$ cat config.mk
export PLATFORM = sky130hd
export DESIGN_NAME = uar_rx_gen2
export DESIGN_NICKNAME = d
export VERILOG_FILES = /design/src/rtl/uar_pkg.sv /design/src/rtl/uar_sampler.sv /design/src/rtl/uar_rx_gen2.sv
export SDC_FILE = /design/constraint.sdc
export NUM_CORES = 1
export LEC_CHECK = 0
export CAP_MARGIN = 20
export CORE_MARGIN = 2
export CORE_UTILIZATION = 40
export CTS_CLUSTER_SIZE = 20
export DETAILED_ROUTE_END_ITERATION = 10
export SETUP_SLACK_MARGIN = 0.2
export SYNTH_ARGS = -nofsm -noshare
export SYNTH_HDL_FRONTEND = slang
export SYNTH_SLANG_ARGS = --single-unit
export TNS_END_PERCENT = 10
$ cat constraint.sdc
create_clock -name clk -period 4.28 [get_ports clk]
set_input_delay 1.284 -clock clk [delete_from_list [all_inputs] [get_ports clk]]
set_output_delay 1.284 -clock clk [all_outputs]
set_load 0.005 [all_outputs]
$ cat src/rtl/uar_pkg.sv
// Shared types and helpers for the uar_rx_gen2 serial receiver.
package uar_pkg;

  typedef enum logic [2:0] {
    IDLE   = 3'd0,
    START  = 3'd1,
    DATA   = 3'd2,
    PARITY = 3'd3,
    STOP   = 3'd4
  } uar_state_e;

  localparam int PAR_NONE = 0;
  localparam int PAR_EVEN = 1;
  localparam int PAR_ODD  = 2;

  // Bits needed to hold values 0..value-1 (minimum 1).
  function automatic int clog2(input int value);
    int r;
    r = 1;
    for (int i = 1; i < 31; i++) begin
      if ((1 << i) < value) r = i + 1;
    end
    return r;
  endfunction

endpackage

$ cat src/rtl/uar_sampler.sv
// Line front end: 2-flop synchroniser, oversample tick counter,
// 3-sample majority vote around the bit centre and start-edge detect.
module uar_sampler
  import uar_pkg::*;
#(
  parameter int OVERSAMPLE = 8
) (
  input  logic clk_i,
  input  logic rst_i,
  input  logic din_i,
  input  logic restart_i,
  output logic edge_o,
  output logic bit_val_o,
  output logic bit_strobe_o,
  output logic bit_end_o
);

  localparam int TW  = clog2(OVERSAMPLE);
  localparam int MID = OVERSAMPLE / 2;

  logic          sync1_q;
  logic          rx_s_q;
  logic          rx_prev_q;
  logic          samp_a_q;
  logic          samp_b_q;
  logic [TW-1:0] tick_q;
  logic [TW-1:0] tick_d;

  // The detect cycle counts as tick 0, so the counter resumes at 1.
  always_comb begin
    tick_d = tick_q + TW'(1);
    if (restart_i)                          tick_d = TW'(1);
    else if (tick_q == TW'(OVERSAMPLE - 1)) tick_d = '0;
  end

  always_ff @(posedge clk_i or posedge rst_i) begin
    if (rst_i) begin
      sync1_q   <= 1'b1;
      rx_s_q    <= 1'b1;
      rx_prev_q <= 1'b1;
      samp_a_q  <= 1'b1;
      samp_b_q  <= 1'b1;
      tick_q    <= '0;
    end else begin
      sync1_q   <= din_i;
      rx_s_q    <= sync1_q;
      rx_prev_q <= rx_s_q;
      tick_q    <= tick_d;
      if (tick_q == TW'(MID - 1)) samp_a_q <= rx_s_q;
      if (tick_q == TW'(MID))     samp_b_q <= rx_s_q;
    end
  end

  assign edge_o       = ~rx_s_q & rx_prev_q;
  assign bit_val_o    = (samp_a_q & samp_b_q) | (samp_a_q & rx_s_q) | (samp_b_q & rx_s_q);
  assign bit_strobe_o = (tick_q == TW'(MID + 1));
  assign bit_end_o    = (tick_q == TW'(OVERSAMPLE - 1));

endmodule

$ cat src/rtl/uar_rx_gen2.sv
// Parametrised async serial receiver: frame FSM, parity/framing checks
// and a held-output register with ack handshake and sticky overrun.
module uar_rx_gen2
  import uar_pkg::*;
#(
  parameter int DATA_BITS   = 8,
  parameter int OVERSAMPLE  = 8,
  parameter int PARITY_MODE = 0,
  parameter int STOP_BITS   = 1
) (
  input  logic                 clk,
  input  logic                 gl_reset,
  input  logic                 dIn,
  input  logic                 dAck,
  output logic [DATA_BITS-1:0] dOut,
  output logic                 dReady,
  output logic                 dError,
  output logic                 dParErr,
  output logic                 dOverrun
);

  localparam int BIW = clog2(DATA_BITS + 1);

  uar_state_e           state_q;
  logic [BIW-1:0]       bit_idx_q;
  logic [DATA_BITS-1:0] shift_q;
  logic                 par_err_q;
  logic                 frm_err_q;

  logic [DATA_BITS-1:0] dout_q;
  logic                 ready_q;
  logic                 error_q;
  logic                 parerr_q;
  logic                 overrun_q;

  logic edge_det;
  logic bit_val;
  logic bit_strobe;
  logic bit_end;
  logic restart;
  logic done;
  logic frm_now;
  logic par_exp;

  uar_sampler #(
    .OVERSAMPLE(OVERSAMPLE)
  ) u_sampler (
    .clk_i       (clk),
    .rst_i       (gl_reset),
    .din_i       (dIn),
    .restart_i   (restart),
    .edge_o      (edge_det),
    .bit_val_o   (bit_val),
    .bit_strobe_o(bit_strobe),
    .bit_end_o   (bit_end)
  );

  assign restart = (state_q == IDLE) && edge_det;
  assign done    = (state_q == STOP) && bit_strobe && (bit_idx_q == BIW'(STOP_BITS - 1));
  assign frm_now = frm_err_q | ~bit_val;
  assign par_exp = (^shift_q) ^ (PARITY_MODE == PAR_ODD);

  always_ff @(posedge clk or posedge gl_reset) begin
    if (gl_reset) begin
      state_q   <= IDLE;
      bit_idx_q <= '0;
      shift_q   <= '0;
      par_err_q <= 1'b0;
      frm_err_q <= 1'b0;
    end else begin
      case (state_q)
        IDLE: begin
          if (edge_det) begin
            state_q   <= START;
            bit_idx_q <= '0;
            par_err_q <= 1'b0;
            frm_err_q <= 1'b0;
          end
        end
        START: begin
          if (bit_strobe && bit_val) state_q <= IDLE;
          else if (bit_end)          state_q <= DATA;
        end
        DATA: begin
          if (bit_strobe) shift_q <= {bit_val, shift_q[DATA_BITS-1:1]};
          if (bit_end) begin
            if (bit_idx_q == BIW'(DATA_BITS - 1)) begin
              bit_idx_q <= '0;
              state_q   <= (PARITY_MODE != PAR_NONE) ? PARITY : STOP;
            end else begin
              bit_idx_q <= bit_idx_q + BIW'(1);
            end
          end
        end
        PARITY: begin
          if (bit_strobe) par_err_q <= (bit_val != par_exp);
          if (bit_end)    state_q   <= STOP;
        end
        STOP: begin
          // Leaving at the last stop decision keeps the next start edge catchable.
          if (bit_strobe) begin
            frm_err_q <= frm_now;
            if (done) state_q <= IDLE;
          end
          if (bit_end) bit_idx_q <= bit_idx_q + BIW'(1);
        end
        default: state_q <= IDLE;
      endcase
    end
  end

  always_ff @(posedge clk or posedge gl_reset) begin
    if (gl_reset) begin
      dout_q    <= '0;
      ready_q   <= 1'b0;
      error_q   <= 1'b0;
      parerr_q  <= 1'b0;
      overrun_q <= 1'b0;
    end else if (done) begin
      if (!ready_q || dAck) begin
        dout_q   <= shift_q;
        ready_q  <= 1'b1;
        error_q  <= frm_now;
        parerr_q <= par_err_q;
        if (dAck) overrun_q <= 1'b0;
      end else begin
        overrun_q <= 1'b1;
      end
    end else if (dAck && ready_q) begin
      ready_q   <= 1'b0;
      overrun_q <= 1'b0;
    end
  end

  assign dOut     = dout_q;
  assign dReady   = ready_q;
  assign dError   = error_q;
  assign dParErr  = parerr_q;
  assign dOverrun = overrun_q;

endmodule

==> summary.md <==
| Metric | Value |
|---|---|
| Layout Skew | `between 0.008 and 0.009 ns` |
| Total power | `approximately 1.1 mW` |
| Chip height | `71.56 um` |
| Clk sinks | `37` |
| Net Count, Synth | `153` |
| Fin crit period | `~2.6 ns` |
| Worst skew pair latency | `a little under 0.3 ns` |
| Slowest library cell on the worst path | `or4b_4` |
| Post-synthesis cell area | `1826 um2` |
| Crit path capture type | `flop` |
| Crit path max fanout | `11` |
| First-pass GRT wire length | `5706 um` |
| Hold Path Sink | `u_sampler.rx_s_q$_DFF_PP1_` |
| Synth Area per Inst | `12.86 um2` |
| RR Endpoint | `dParErr$_DFFE_PP0P_` |
| YS warnings | `0` |
| Final setup viols | `0` |
| GPL Wtd Cong | `about 0.70` |
| Arrival time at the worst endpoint | `2.81 ns` |
| Max Freq | `0.3784 GHz` |
| Max_cap viols | `0` |
| Final Hold Viols | `0` |
| Vias | `1114` |
| Fin util | `0.4832` |
| Port Buffers | `15` |
| Largest net degree at the start of global routing | `17` |
| H-tree levels | `2` |
| Seq/Total Area, Yosys | `0.5106` |
| Antenna violations before repair | `0` |
| Tot GR Track Use | `0.1458` |
| Final worst-path cycle share | `0.6174` |
| Vias in the first global route | `1164` |
| Unrepaired setup endpoints after global routing | `false` |
| Worst-Margin Slew | `0.6474 ns` |
| CTS Hold Buffers Added | `0` |
| Max-Slew Margin vs Limit | `0.5660` |
| Clk Tree Root Cell | `clkbuf_8` |
| Post-synth ARST share | `1.000` |
| Hold Crit Class | `flop to flop` |
| Synth Register Bits | `37` |
| Clock Path Buffers | `2` |
| Drt drc | `0` |
| Gr ovfl total | `0` |
| Post-DR wirelength/cell | `14.93 um` |
| FILL cells | `385` |
| Bufs and invs on worst path | `1` |
| Post-CTS Resized | `0` |
| Total Nets Final | `173` |
| Die Area | `5120 um2` |
| Min-delay src | `u_sampler.sync1_q$_DFF_PP1_` |
| Diodes inserted | `0` |
| Rows | `24` |
| Final Max Slew Viols | `0` |
| FF-to-FF setup slack | `around 2.1 ns` |
| Setup_tns | `0 ns` |
| I/O Pins | `16` |
| Share of layout cells above drive strength 1 | `0.2515` |
| Maximum vdd drop | `0.0003159 V` |
| Hold path cells | `0` |
| Drt pass-1 iters | `4` |
| Main synth FF type | `dfrtp_1` |
| Crit-path cells | `clkdlybuf4s50_1 > nand2b_1 > or4b_4 > mux2_4` |
| Avg Vias per Cell | `5.181` |
| Clock slew at reported path FFs | `0.07 ns` |
| # Post-CTS Setup Buffers | `0` |
| Kind of critical path | `input pin to flop` |
| Cts bufs inserted | `5` |
| EDFF count, synth | `0` |
| Worst flop-to-flop path startpoint | `bit_idx_q[0]$_DFFE_PP0P_` |
| Required time of the critical path | `4.45 ns` |
| WL final | `3210 um` |
| Status | `finished clean` |
| CTS tree | `done` |
| Leakage | `0.9758 nW` |
| Starting Density | `0.4164` |
| R2R cell count | `5` |
| Detailed placement HPWL | `2236 um` |
| CP top delay family | `simple AND/OR/NAND/NOR gates` |
| PD cells | `507.3 nW/um2` |
| Routed Antenna Nets | `0` |
| Area delta synth->final | `16.04%` |
| Yosys cell types | `43` |
| Syn Inst Count | `142` |
| Core area | `4384 um2` |
| Initial DRC Count | `39` |
| Crit start category | `input pin` |
| Die width | `71.56 um` |
| Crit path largest cell delay | `about 0.59 ns` |
[Yosys cell counts (all sizes together), types with 3 or more instances]
library cell   n  area [um2]
nand2b         5       31.28
dfrtp         32       800.8
nor3           4       25.02
nor2           4       15.01
o21ai          5       25.02
nand3b         3       22.52
mux2          21       266.5
xnor2          7       61.31
dfstp          5       131.4
ha             7       87.58
buf            3       23.77
inv            8       30.03
or4b           3       37.54
nand2          8       30.03
[layout make-up]
type / count / area [um2] / area share
flip-flops and latches: 37 / 932.1 / 0.4400
multi-input cells: 93 / 835.8 / 0.3946
repair buffers: 17 / 165.2 / 0.07797
clock buffers: 8 / 90.09 / 0.04253
well taps: 52 / 65.06 / 0.03071
inverters: 8 / 30.03 / 0.01418
[flip-flops by register name, summed over array words and instances, names as in the netlist, 3 cells and up]
name              cells
shift_q               8
bit_idx_q             4
dOut                  8
state_q               3
u_sampler.tick_q      3
[report_power, final]
| part | total (mW) | internal, mW | switching, mW | leakage, nW |
|---|---|---|---|---|
| clock network | 0.249 | 0.131 | 0.118 | 0.0455 |
| registers | 0.497 | 0.424 | 0.0731 | 0.480 |
| logic | 0.328 | 0.179 | 0.149 | 0.450 |
[worst max path at each step]
stage / start / end / slack (ns) / depth (start not counted)
floorplan: dAck / dOut[0]$_DFFE_PP0P_ / 1.87 / 4
global placement: dAck / dParErr$_DFFE_PP0P_ / 1.38 / 4
detailed placement: dAck / dOut[0]$_DFFE_PP0P_ / 1.34 / 4
CTS: dAck / dOut[0]$_DFFE_PP0P_ / 1.65 / 4
global route: dAck / dOut[0]$_DFFE_PP0P_ / 1.63 / 4
finish: dAck / dParErr$_DFFE_PP0P_ / 1.64 / 4
[cell families after synthesis]
logic type	count (synthesis)	synth area share
XOR/XNOR	8	0.04592
adder cells (fa/ha/maj)	8	0.05346
buffers and inverters	12	0.03153
multiplexers	22	0.1515
AO/OA/AOI/OAI	16	0.06718
flip-flops	37	0.5106
AND/OR/NAND/NOR	39	0.1398
[per-stage QoR]
step / hold WS, ns / setup slack [ns] / std cells / area, um2
after floorplan: 0.3452 / 1.870 / 142 / 1826
after global routing: 0.3659 / 1.625 / 215 / 2118
after detailed placement: 0.3497 / 1.340 / 207 / 2028
after global placement: 0.3481 / 1.378 / 207 / 2028
final: 0.3590 / 1.638 / 215 / 2118
after CTS: 0.3620 / 1.646 / 215 / 2118
[metal layers]
| metal | part of all wire | up-vias | wire [um] | GRT usage |
|---|---|---|---|---|
| met3 | 0.042 | 6 | 136 | 0.05767 |
| met1 | 0.45 | 555 | 1437 | 0.1826 |
| met2 | 0.49 | 19 | 1585 | 0.2284 |
| li1 | - | 534 | - | - |
| met4 | 0.016 | 0 | 51 | 0.05451 |
| met5 | 0 | - | 0 | 0 |
[cells in the final DEF, fill, tap and decap left out, types with 3 or more instances in the layout]
cell	synthesis	layout
nand3b_1	3	3
clkbuf_8	0	6
dfstp_2	5	5
inv_1	8	8
mux2_2	13	13
nor2_1	4	4
ha_1	7	7
clkdlybuf4s50_1	0	15
dfrtp_1	32	32
xnor2_1	7	7
o21ai_0	5	5
mux2_4	8	8
nand2_1	8	8
nor3_1	3	3
nand2b_1	5	5
Note: power is estimated with default switching activity, not from simulation.
